--- src/rtl/alu_ctrl_defs.sv ---
// alu_ctrl_defs: shared ALU control codes and the multiply sequencer state encoding.
// The pipeline EX stage, the ALU and mul_seq_ctrl all use the same 4-bit ALU codes.
package alu_ctrl_defs;

   localparam logic [3:0] AluAnd   = 4'b0000;
   localparam logic [3:0] AluOr    = 4'b0001;
   localparam logic [3:0] AluAdd   = 4'b0010;
   localparam logic [3:0] AluLsl   = 4'b0011;
   localparam logic [3:0] AluLsr   = 4'b0100;
   localparam logic [3:0] AluSub   = 4'b0110;
   localparam logic [3:0] AluPassB = 4'b0111;

   typedef enum logic [1:0] {
      StIdle,
      StRun,
      StDone
   } mul_state_e;

endpackage

--- src/rtl/mul_seq_ctrl.sv ---
// mul_seq_ctrl: arbiter for the shared EX-stage ALU plus an iterative shift-add multiplier.
// Normally the pipeline's EX request passes straight through to the ALU. An accepted MUL
// takes the ALU for one ADD per cycle until the remaining multiplier bits are zero, then
// returns the low N bits of the product with a one-cycle done pulse.
//
// Ports:
//   CLK, Reset_L                    clock (rising edge), synchronous active-low reset
//   ex_ALUCtrl/ex_BusA/ex_BusB      pipeline EX request
//   alu_ALUCtrl/alu_BusA/alu_BusB   drive to the shared ALU
//   alu_BusW                        ALU result (combinational)
//   mul_req/mul_a/mul_b             multiply request and operands
//   mul_ready                       a request can be accepted this cycle
//   mul_done/mul_result             one-cycle done pulse and product (held until replaced)
//   stall                           hold the pipeline EX stage
module mul_seq_ctrl
   import alu_ctrl_defs::*;
#(
   parameter int unsigned N     = 64,
   parameter int unsigned CNT_W = 7
) (
   input  logic             CLK,
   input  logic             Reset_L,
   input  logic [3:0]       ex_ALUCtrl,
   input  logic [N-1:0]     ex_BusA,
   input  logic [N-1:0]     ex_BusB,
   output logic [3:0]       alu_ALUCtrl,
   output logic [N-1:0]     alu_BusA,
   output logic [N-1:0]     alu_BusB,
   input  logic [N-1:0]     alu_BusW,
   input  logic             mul_req,
   input  logic [N-1:0]     mul_a,
   input  logic [N-1:0]     mul_b,
   output logic             mul_ready,
   output logic             mul_done,
   output logic [N-1:0]     mul_result,
   output logic             stall
);

   mul_state_e         r_state;
   logic [N-1:0]       r_prod;
   logic [N-1:0]       r_mcand;
   logic [N-1:0]       r_mplr;
   logic [CNT_W-1:0]   r_cnt;
   logic               r_ready;
   logic               r_done;
   logic [N-1:0]       r_result;

   logic               w_run;
   logic [N-1:0]       w_mplr_next;
   logic               w_last_iter;

   assign w_run       = (r_state == StRun);
   assign w_mplr_next = r_mplr >> 1;
   // Stop early once no multiplier bits remain; the count bound covers the top bit.
   assign w_last_iter = (w_mplr_next == '0) || (r_cnt == CNT_W'(N - 1));

   always_ff @(posedge CLK) begin
      if (!Reset_L) begin
         r_state  <= StIdle;
         r_prod   <= '0;
         r_mcand  <= '0;
         r_mplr   <= '0;
         r_cnt    <= '0;
         r_ready  <= 1'b1;
         r_done   <= 1'b0;
         r_result <= '0;
      end else begin
         case (r_state)
            StIdle: begin
               if (mul_req) begin
                  r_mcand <= mul_a;
                  r_mplr  <= mul_b;
                  r_prod  <= '0;
                  r_cnt   <= '0;
                  r_ready <= 1'b0;
                  if (mul_b != '0) begin
                     r_state <= StRun;
                  end else begin
                     // Zero multiplier: product is known, skip straight to DONE.
                     r_state  <= StDone;
                     r_done   <= 1'b1;
                     r_result <= '0;
                  end
               end
            end
            StRun: begin
               r_prod  <= alu_BusW;
               r_mcand <= r_mcand << 1;
               r_mplr  <= w_mplr_next;
               r_cnt   <= r_cnt + CNT_W'(1);
               if (w_last_iter) begin
                  r_state  <= StDone;
                  r_done   <= 1'b1;
                  // Loaded on entry to DONE so the result is valid alongside the pulse.
                  r_result <= alu_BusW;
               end
            end
            StDone: begin
               r_state <= StIdle;
               r_done  <= 1'b0;
               r_ready <= 1'b1;
            end
            default: begin
               r_state <= StIdle;
               r_done  <= 1'b0;
               r_ready <= 1'b1;
            end
         endcase
      end
   end

   // ALU ownership: ADD of partial product and gated multiplicand in RUN, else pass-through.
   always_comb begin
      alu_ALUCtrl = ex_ALUCtrl;
      alu_BusA    = ex_BusA;
      alu_BusB    = ex_BusB;
      if (w_run) begin
         alu_ALUCtrl = AluAdd;
         alu_BusA    = r_prod;
         alu_BusB    = r_mplr[0] ? r_mcand : '0;
      end
   end

   assign mul_ready  = r_ready;
   assign mul_done   = r_done;
   assign mul_result = r_result;
   assign stall      = ((r_state == StIdle) && mul_req) || w_run;

endmodule

--- config.mk ---
export PLATFORM = sky130hd
export DESIGN_NAME = mul_seq_ctrl
export DESIGN_NICKNAME = d
export VERILOG_FILES = /design/src/rtl/alu_ctrl_defs.sv /design/src/rtl/mul_seq_ctrl.sv
export SDC_FILE = /design/constraint.sdc
export NUM_CORES = 1
export LEC_CHECK = 0
export ABC_AREA = 1
export BUFFER_PORTS_ARGS = -buffer_cell sky130_fd_sc_hd__buf_2
export CORE_AREA = 2 2 206 208
export DETAILED_ROUTE_END_ITERATION = 12
export DIE_AREA = 0 0 208 210
export GPL_TIMING_DRIVEN = 0
export PLACE_DENSITY = 0.67
export SLEW_MARGIN = 20
export SYNTH_ARGS = -nofsm -noshare
export SYNTH_HDL_FRONTEND = slang
export SYNTH_SLANG_ARGS = --single-unit
--- constraint.sdc ---
create_clock -name CLK -period 1.55 [get_ports CLK]
set_input_delay 0.0775 -clock CLK [delete_from_list [all_inputs] [get_ports CLK]]
set_output_delay 0.0775 -clock CLK [all_outputs]
set_load 0.005 [all_outputs]
==> results.py, run 1 <==
metrics = {
    "placed_design": {
        "dpl-instance-area_um2": 16000,
        "portBuffers": 525,
        "place.detailed.hpwl_um": 40500,
        "place.gp.congestion": 0.925,
    },
    "clock_tree": {
        "cts_inserted_buffers": 31,
        "clockBufferDepth": 3,
        "clk_root_buffer_cell": "clkbuf_16",
        "worstSkewPairLatency_ns": 0.58,
        "max_h_tree_level": 1,
        "tritoncts": "yes",
        "clk_pin_slew_ns": 0.06,
        "clkSinkCount": 267,
    },
    "route": {
        "dr.first_iter.drc_count": 1198,
        "remaining_drc_errors": 0,
        "drt-pass1-iter-count": 6,
        "routed-via-count": 16361,
        "routed_wl_um": 58100,
        "post_drt_wl_per_cell_um": 17.2,
        "detail_route.vias_per_cell": 4.85,
        "final_antenna_net_count": 0,
    },
    "logic_synthesis": {
        "synth.top_cell.area_share_pct": 42.1,
        "postSynthNetCount": 2334,
        "synth_cell_count_leaders": "nand2_1, dfxtp_1, nor2_1",
        "synth_warnings": 0,
        "flops_latches_synth": 267,
        "synth.area.top_cells": "dfxtp_1, nand2_1, a31oi_1",
        "yosys_most_used_dff": "dfxtp_1",
        "synthesis.area_per_instance_um2": 6.33,
        "synth_enable_flop_cells": 0,
        "synth_sequential_area_ratio_pct": 42.1,
        "async_set_or_reset_register_ratio_after_synthesis_pct": 0,
        "synthesis.area_um2": 12700,
        "synth.largest_area_cell": "dfxtp_1",
        "syn_inst": 2006,
        "yosys.cell_count.top_type": "nand2_1",
        "yosys_cell_types": 29,
    },
    "worst_setup_path": {
        "timing.critical_path.cells": "nor2_4, buf_12, buf_16, buf_8, nand2_2, o21ai_4, buf_2",
        "worst_ep_arrival_time_ns": 1.96,
        "path_class": "flop to output pin",
        "crit_slowest_cell": "dfxtp_2",
        "r2r.worst_path.cells": 9,
        "critical_path.reg2reg.endpoint": "r_mplr[47]$_SDFFE_PN0P_",
        "worst_setup_path_start_kind": "flop",
        "setup.worst_path.end_class": "output pin",
        "setup.reg_to_reg.worst_slack_ns": -0.46,
        "stage_delay_of_the_slowest_cell_on_the_critical_path_ns": 0.35,
        "critical_path.reg2reg.startpoint": "r_state[1]$_SDFFE_PN0P_",
        "worst-path-max-fanout": 7,
        "cp.required_ns": 1.47,
    },
    "power_and_ir_drop": {
        "sequentialPowerShare_pct": 37.4,
        "power.combinational.fraction_pct": 27.9,
        "internal_power_mw": 14.5,
        "p_sw_mw": 6.83,
        "cellLeakagePower_nw": 10.6,
        "worst_ir_drop_vdd_mv": 0.749,
        "clockPowerShare_pct": 34.7,
        "power.density_cell_area_nw_per_um2": 1010,
        "power.switching_fraction_pct": 32.1,
    },
    "sta": {
        "timing.slew.headroom_pct": 43.7,
        "max_clock_skew_ns": 0.00867,
        "final-max-slew-violation-count": 0,
        "slew_at_the_pin_closest_to_its_max_slew_limit_ns": 0.845,
        "finalSetupViolations": 370,
        "period_minus_slack_ns": 2.04,
        "worst_hold_slack_ns": 0.0382,
        "endpoints_failing_hold": 0,
        "post-route-worst-setup-slack_ns": -0.490,
        "final.period_utilization_pct": 132,
        "max_freq_mhz": 490,
        "rsz0062_at_grt": "true",
    },
    "worst_hold_path": {
        "worstHoldStart": "Reset_L",
        "hold-path-endpoint": "r_mplr[16]$_SDFFE_PN0P_",
        "timing.hold.worst.class": "input pin to flop",
        "worst_hold_path.num_cells": 4,
    },
    "grt": {
        "wire_length_of_the_first_global_routing_pass_um": 86600,
        "via_count_of_the_first_global_routing_pass": 16056,
        "grt_usage_pct": 25.0,
        "overflow": 0,
        "maximum_number_of_pins_on_one_net_before_global_route_repair": 15,
        "antenna_violations_before_repair": 2,
    },
    "floorplan": {
        "boundaryPins": 526,
        "coreArea_um2": 41500,
        "fp.dieW_um": 208,
        "die-area_um2": 43700,
        "initial_core_util_pct": 30.6,
        "placement_rows": 75,
        "fp.dieH_um": 210,
    },
    "layout": {
        "drive_gt1_share_pct": 31.7,
        "fin_nets": 3136,
        "final_design_area_no_fill_um2": 21100,
        "area_growth_pct": 65.9,
    },
    "flow_run": {
        "drv_cap": 0,
    },
    "run_status": {
        "failed_checks": "negative setup slack",
        "status": "finished with violations",
    },
}
-- layout by cell type, fill, tap and decap left out, types with 5 or more instances in the layout --
cell type        n
dfxtp_1        254
a31oi_1        127
nand4_1         26
o21ai_1         24
dfxtp_2         12
clkbuf_4         5
nand2_1        800
nand2_2         28
nor2_4           8
buf_6           18
buf_4           40
a21oi_1         73
o21ai_2         35
buf_8           11
clkbuf_8        18
nand2_4         55
buf_2          544
clkbuf_16       47
o21ai_0         68
nor2_2          21
buf_12          15
inv_1          138
nor2_1         167
inv_2            5
dlygate4sd3_1  193
clkbuf_2         7
clkbuf_1        50
-- power groups by stage --
stage / registers [mW] / clock network (mW) / logic (mW)
3_3_place_gp: 7.98 / 0 / 4.27
5_1_grt: 8.02 / 7.83 / 6.49
3_5_place_dp: 8.00 / 0 / 4.33
6_report: 7.96 / 7.39 / 5.94
4_1_cts: 7.90 / 7.51 / 5.36
2_1_floorplan: 7.94 / 0 / 2.39
-- final cells by class --
cell class	count	area, µm²
Fill cell	3909	20400
Inverter	146	557
Timing Repair Buffer	770	5250
Antenna cell	2	5.00
Clock inverter	9	88.8
Multi-Input combinational cell	1455	6980
Tap cell	539	674
Sequential cell	267	5360
Buffer	137	1210
Clock buffer	46	932
-- per-stage QoR --
step | TNS [ns] | setup slack, ns | power (mW) | util (%) | std cells
after floorplan | 0 | 0.0157 | 10.3 | - | 2006
after CTS | -113.22 | -0.551 | 20.8 | 48.5 | 3346
after global placement | -205.01 | -1.24 | 12.2 | 38.6 | 3070
after detailed placement | -210.33 | -1.20 | 12.3 | 38.6 | 3070
after global routing | -143.41 | -0.587 | 22.3 | 50.8 | 3371
final | -101.61 | -0.490 | 21.3 | 50.8 | 3371
-- logic make-up after synthesis --
family                     share of synthesized area (%)
DFF                                                 42.1
and+or+nand+nor                                     34.0
AOI/OAI and AO/OA                                   14.6
adders and majority gates                         0.0985
buffers and inverters                               9.20
-- worst max-delay path, delay by kind of cell, from the launching register on --
| kind | cells | cell delay (ns) |
|---|---|---|
| AOI/OAI and AO/OA | 1 | 0.16 |
| buffers and inverters | 4 | 0.60 |
| DFF | 1 | 0.35 |
| and+or+nand+nor | 2 | 0.27 |
-- sequential cells by signal, summed over array words and instances, names as in the netlist --
| name | count |
|---|---|
| mul_done | 1 |
| mul_ready | 1 |
| mul_result | 64 |
| r_cnt | 7 |
| r_mcand | 64 |
| r_mplr | 64 |
| r_prod | 64 |
| r_state | 2 |
-- per-layer routing --
layer  vias to the layer above  global-route usage (%)  routed length, µm
met5                         -                       0                  0
met4                         0                    12.1               2880
li1                       7967                       -                  -
met2                       766                    45.1              28600
met3                       174                    2.89               3580
met1                      7454                    29.5              23000
-- what timing repair did --
| action | in CTS | in global routing |
|---|---|---|
| buffers inserted | 22 | 16 |
| cloned | 6 | 8 |
| gates resized for setup | 283 | 230 |
| hold buffers | 193 | 0 |
| pin swaps | 14 | 51 |
| hold endpoints to repair | 258 | 0 |
| setup endpoints to repair | 400 | 400 |
-- worst max-delay path by stage --
stage          slack (ns)                           to                     from
2_1_floorplan        0.02  mul_result[48]$_SDFFE_PN0P_    r_cnt[0]$_SDFFE_PN0P_
3_3_place_gp        -1.24                 alu_BusA[63]  r_state[0]$_SDFFE_PN0P_
3_5_place_dp        -1.20                 alu_BusA[63]  r_state[0]$_SDFFE_PN0P_
4_1_cts             -0.55                 alu_BusB[23]  r_state[0]$_SDFFE_PN0P_
5_1_grt             -0.59                 alu_BusB[39]  r_state[0]$_SDFFE_PN0P_
6_report            -0.49                 alu_BusB[23]  r_state[1]$_SDFFE_PN0P_
No activity file was read; power rests on OpenSTA's default activity.
==> inputs of run 2 (changes only) <==
==> constraint.sdc (replaced) <==
create_clock -name CLK -period 1.8 [get_ports CLK]
set_input_delay 0.09 -clock CLK [delete_from_list [all_inputs] [get_ports CLK]]
set_output_delay 0.09 -clock CLK [all_outputs]
set_load 0.005 [all_outputs]
==> run 2 against run 1 <==
The flow still finishes with violations (negative setup slack). Sequential cell count did not move. Hold slack improved by 0.053 ns. Design area fell by 3.6%. First-iteration DRC count rose by 4.4%. Clock power fell by 20%. Non-clock buffer count fell by 15. Global-route usage fell by 0.057 points. Sequential share of layout area rose by 0.90 points. Sequential power fell by 14%. Routed wire length barely moved. Critical path depth rose by 1. Cell count fell by 0.47%.
==> results.py, run 2 (synthesized netlist as in run 1, its figures left out) <==
metrics = {
    "route": {
        "routed-via-count": 16504,
        "final_antenna_net_count": 0,
        "dr.first_iter.drc_count": 1251,
        "remaining_drc_errors": 0,
        "drt-pass1-iter-count": 6,
        "post_drt_wl_per_cell_um": 17.3,
        "routed_wl_um": 58100,
        "detail_route.vias_per_cell": 4.92,
    },
    "floorplan": {
        "fp.dieW_um": 208,
        "initial_core_util_pct": 30.6,
        "die-area_um2": 43700,
        "boundaryPins": 526,
        "fp.dieH_um": 210,
        "coreArea_um2": 41500,
        "placement_rows": 75,
    },
    "sta": {
        "final-max-slew-violation-count": 0,
        "finalSetupViolations": 200,
        "timing.setup.tns_ns": -28.38,
        "worst_hold_slack_ns": 0.0908,
        "slew_at_the_pin_closest_to_its_max_slew_limit_ns": 0.850,
        "max_freq_mhz": 478,
        "endpoints_failing_hold": 0,
        "timing.slew.headroom_pct": 43.3,
        "rsz0062_at_grt": "true",
        "post-route-worst-setup-slack_ns": -0.292,
        "max_clock_skew_ns": 0.0241,
        "period_minus_slack_ns": 2.09,
        "final.period_utilization_pct": 116,
    },
    "clock_tree": {
        "worstSkewPairLatency_ns": 0.57,
        "cts_inserted_buffers": 31,
        "clockBufferDepth": 3,
        "clk_pin_slew_ns": 0.06,
        "clk_root_buffer_cell": "clkbuf_16",
        "tritoncts": "yes",
        "max_h_tree_level": 1,
        "clkSinkCount": 267,
    },
    "grt": {
        "via_count_of_the_first_global_routing_pass": 15931,
        "wire_length_of_the_first_global_routing_pass_um": 86500,
        "maximum_number_of_pins_on_one_net_before_global_route_repair": 15,
        "antenna_violations_before_repair": 5,
        "grt_usage_pct": 25.0,
        "overflow": 0,
    },
    "power_and_ir_drop": {
        "power.density_cell_area_nw_per_um2": 867,
        "cellLeakagePower_nw": 10.1,
        "worst_ir_drop_vdd_mv": 0.460,
    },
    "placed_design": {
        "dpl.cell_count": 3070,
        "portBuffers": 525,
        "place.detailed.hpwl_um": 42100,
        "place.gp.congestion": 0.892,
    },
    "worst_setup_path": {
        "timing.critical_path.from": "r_state[0]$_SDFFE_PN0P_",
        "worst_setup_path_start_kind": "flop",
        "cp_common_cell": "buf_12",
        "cp.required_ns": 1.71,
        "critical_path.reg2reg.startpoint": "r_state[0]$_SDFFE_PN0P_",
        "timing.critical_path.cells": "inv_2, nor2_4, buf_12, buf_12, buf_12, nand2_2, o21ai_2, buf_2",
        "path_class": "flop to output pin",
        "crit_slowest_cell": "dfxtp_2",
        "setup.worst_path.end_class": "output pin",
        "worst_ep_arrival_time_ns": 2.00,
        "worst-path-max-fanout": 10,
        "stage_delay_of_the_slowest_cell_on_the_critical_path_ns": 0.36,
    },
    "flow_run": {
        "drv_cap": 0,
    },
    "layout": {
        "mostFrequentLayoutCell": "nand2_1",
        "area_growth_pct": 60.0,
        "mostFrequentLayoutCells": "nand2_1, buf_2, dfxtp_1",
        "multiInputGateArea_um2": 6640,
        "fin_nets": 3121,
        "drive_gt1_share_pct": 28.8,
        "area.sequential_um2": 5360,
        "num-fill-cells": 4131,
        "stdcell_count": 3355,
    },
    "worst_hold_path": {
        "timing.hold.worst.class": "input pin to flop",
        "worstHoldStart": "Reset_L",
    },
    "run_status": {
        "failed_checks": "negative setup slack",
        "status": "finished with violations",
    },
}
-- run 2: final timing paths --
check / end / slack, ns / cells past startpoint
worst max-delay path: alu_BusB[53] / -0.29 / 8
worst min-delay path: r_mplr[13]$_SDFFE_PN0P_ / 0.09 / 4
worst max register to register: mul_result[15]$_SDFFE_PN0P_ / -0.14 / 13
worst min register to register: r_prod[23]$_SDFFE_PN0P_ / 0.46 / 2
-- run 2: layout make-up --
| type | instances | share of cell area (%) |
|---|---|---|
| Clock buffer | 45 | 4.23 |
| Inverter | 146 | 2.74 |
| Timing Repair Buffer | 754 | 24.6 |
| Buffer | 138 | 5.66 |
| Tap cell | 539 | 3.32 |
| Antenna cell | 4 | 0.0493 |
| Sequential cell | 267 | 26.4 |
| Clock inverter | 7 | 0.308 |
| Multi-Input combinational cell | 1455 | 32.7 |
-- run 2: power breakdown --
part | internal, mW | switching (mW)
sequential | 6.46 | 0.361
combinational | 2.14 | 2.72
clock | 3.40 | 2.53
total | 12.0 | 5.61
-- run 2: routing by layer --
| layer | vias up | routed length, µm | GRT usage [%] |
|---|---|---|---|
| met2 | 821 | 28900 | 45.5 |
| li1 | 7939 | - | - |
| met5 | - | 21 | 0 |
| met1 | 7578 | 23000 | 29.3 |
| met4 | 4 | 2370 | 10.5 |
| met3 | 162 | 3780 | 3.43 |
-- run 2: repair_timing --
action,in CTS,in global routing
pin swaps,15,40
setup buffers,9,23
resized for setup,195,228
setup endpoints to repair,393,342
endpoints found under the hold margin,257,0
hold buffers,193,0
gates cloned,1,4
-- run 2: worst max-delay path: cells and delay by family (launching register included) --
family / cells / cell delay [ns]
buffers and inverters: 5 / 0.65
and+or+nand+nor: 2 / 0.25
AOI/OAI and AO/OA: 1 / 0.18
DFF: 1 / 0.36
-- run 2: through the flow --
stage,area (µm²),setup WS (ns),power [mW],util (%)
2_1_floorplan,12700,0.192,8.89,-
3_3_place_gp,16000,-0.982,10.6,38.6
3_5_place_dp,16000,-0.994,10.6,38.6
4_1_cts,19500,-0.332,17.2,47.0
5_1_grt,20300,-0.362,18.4,49.0
6_report,20300,-0.292,17.6,49.0
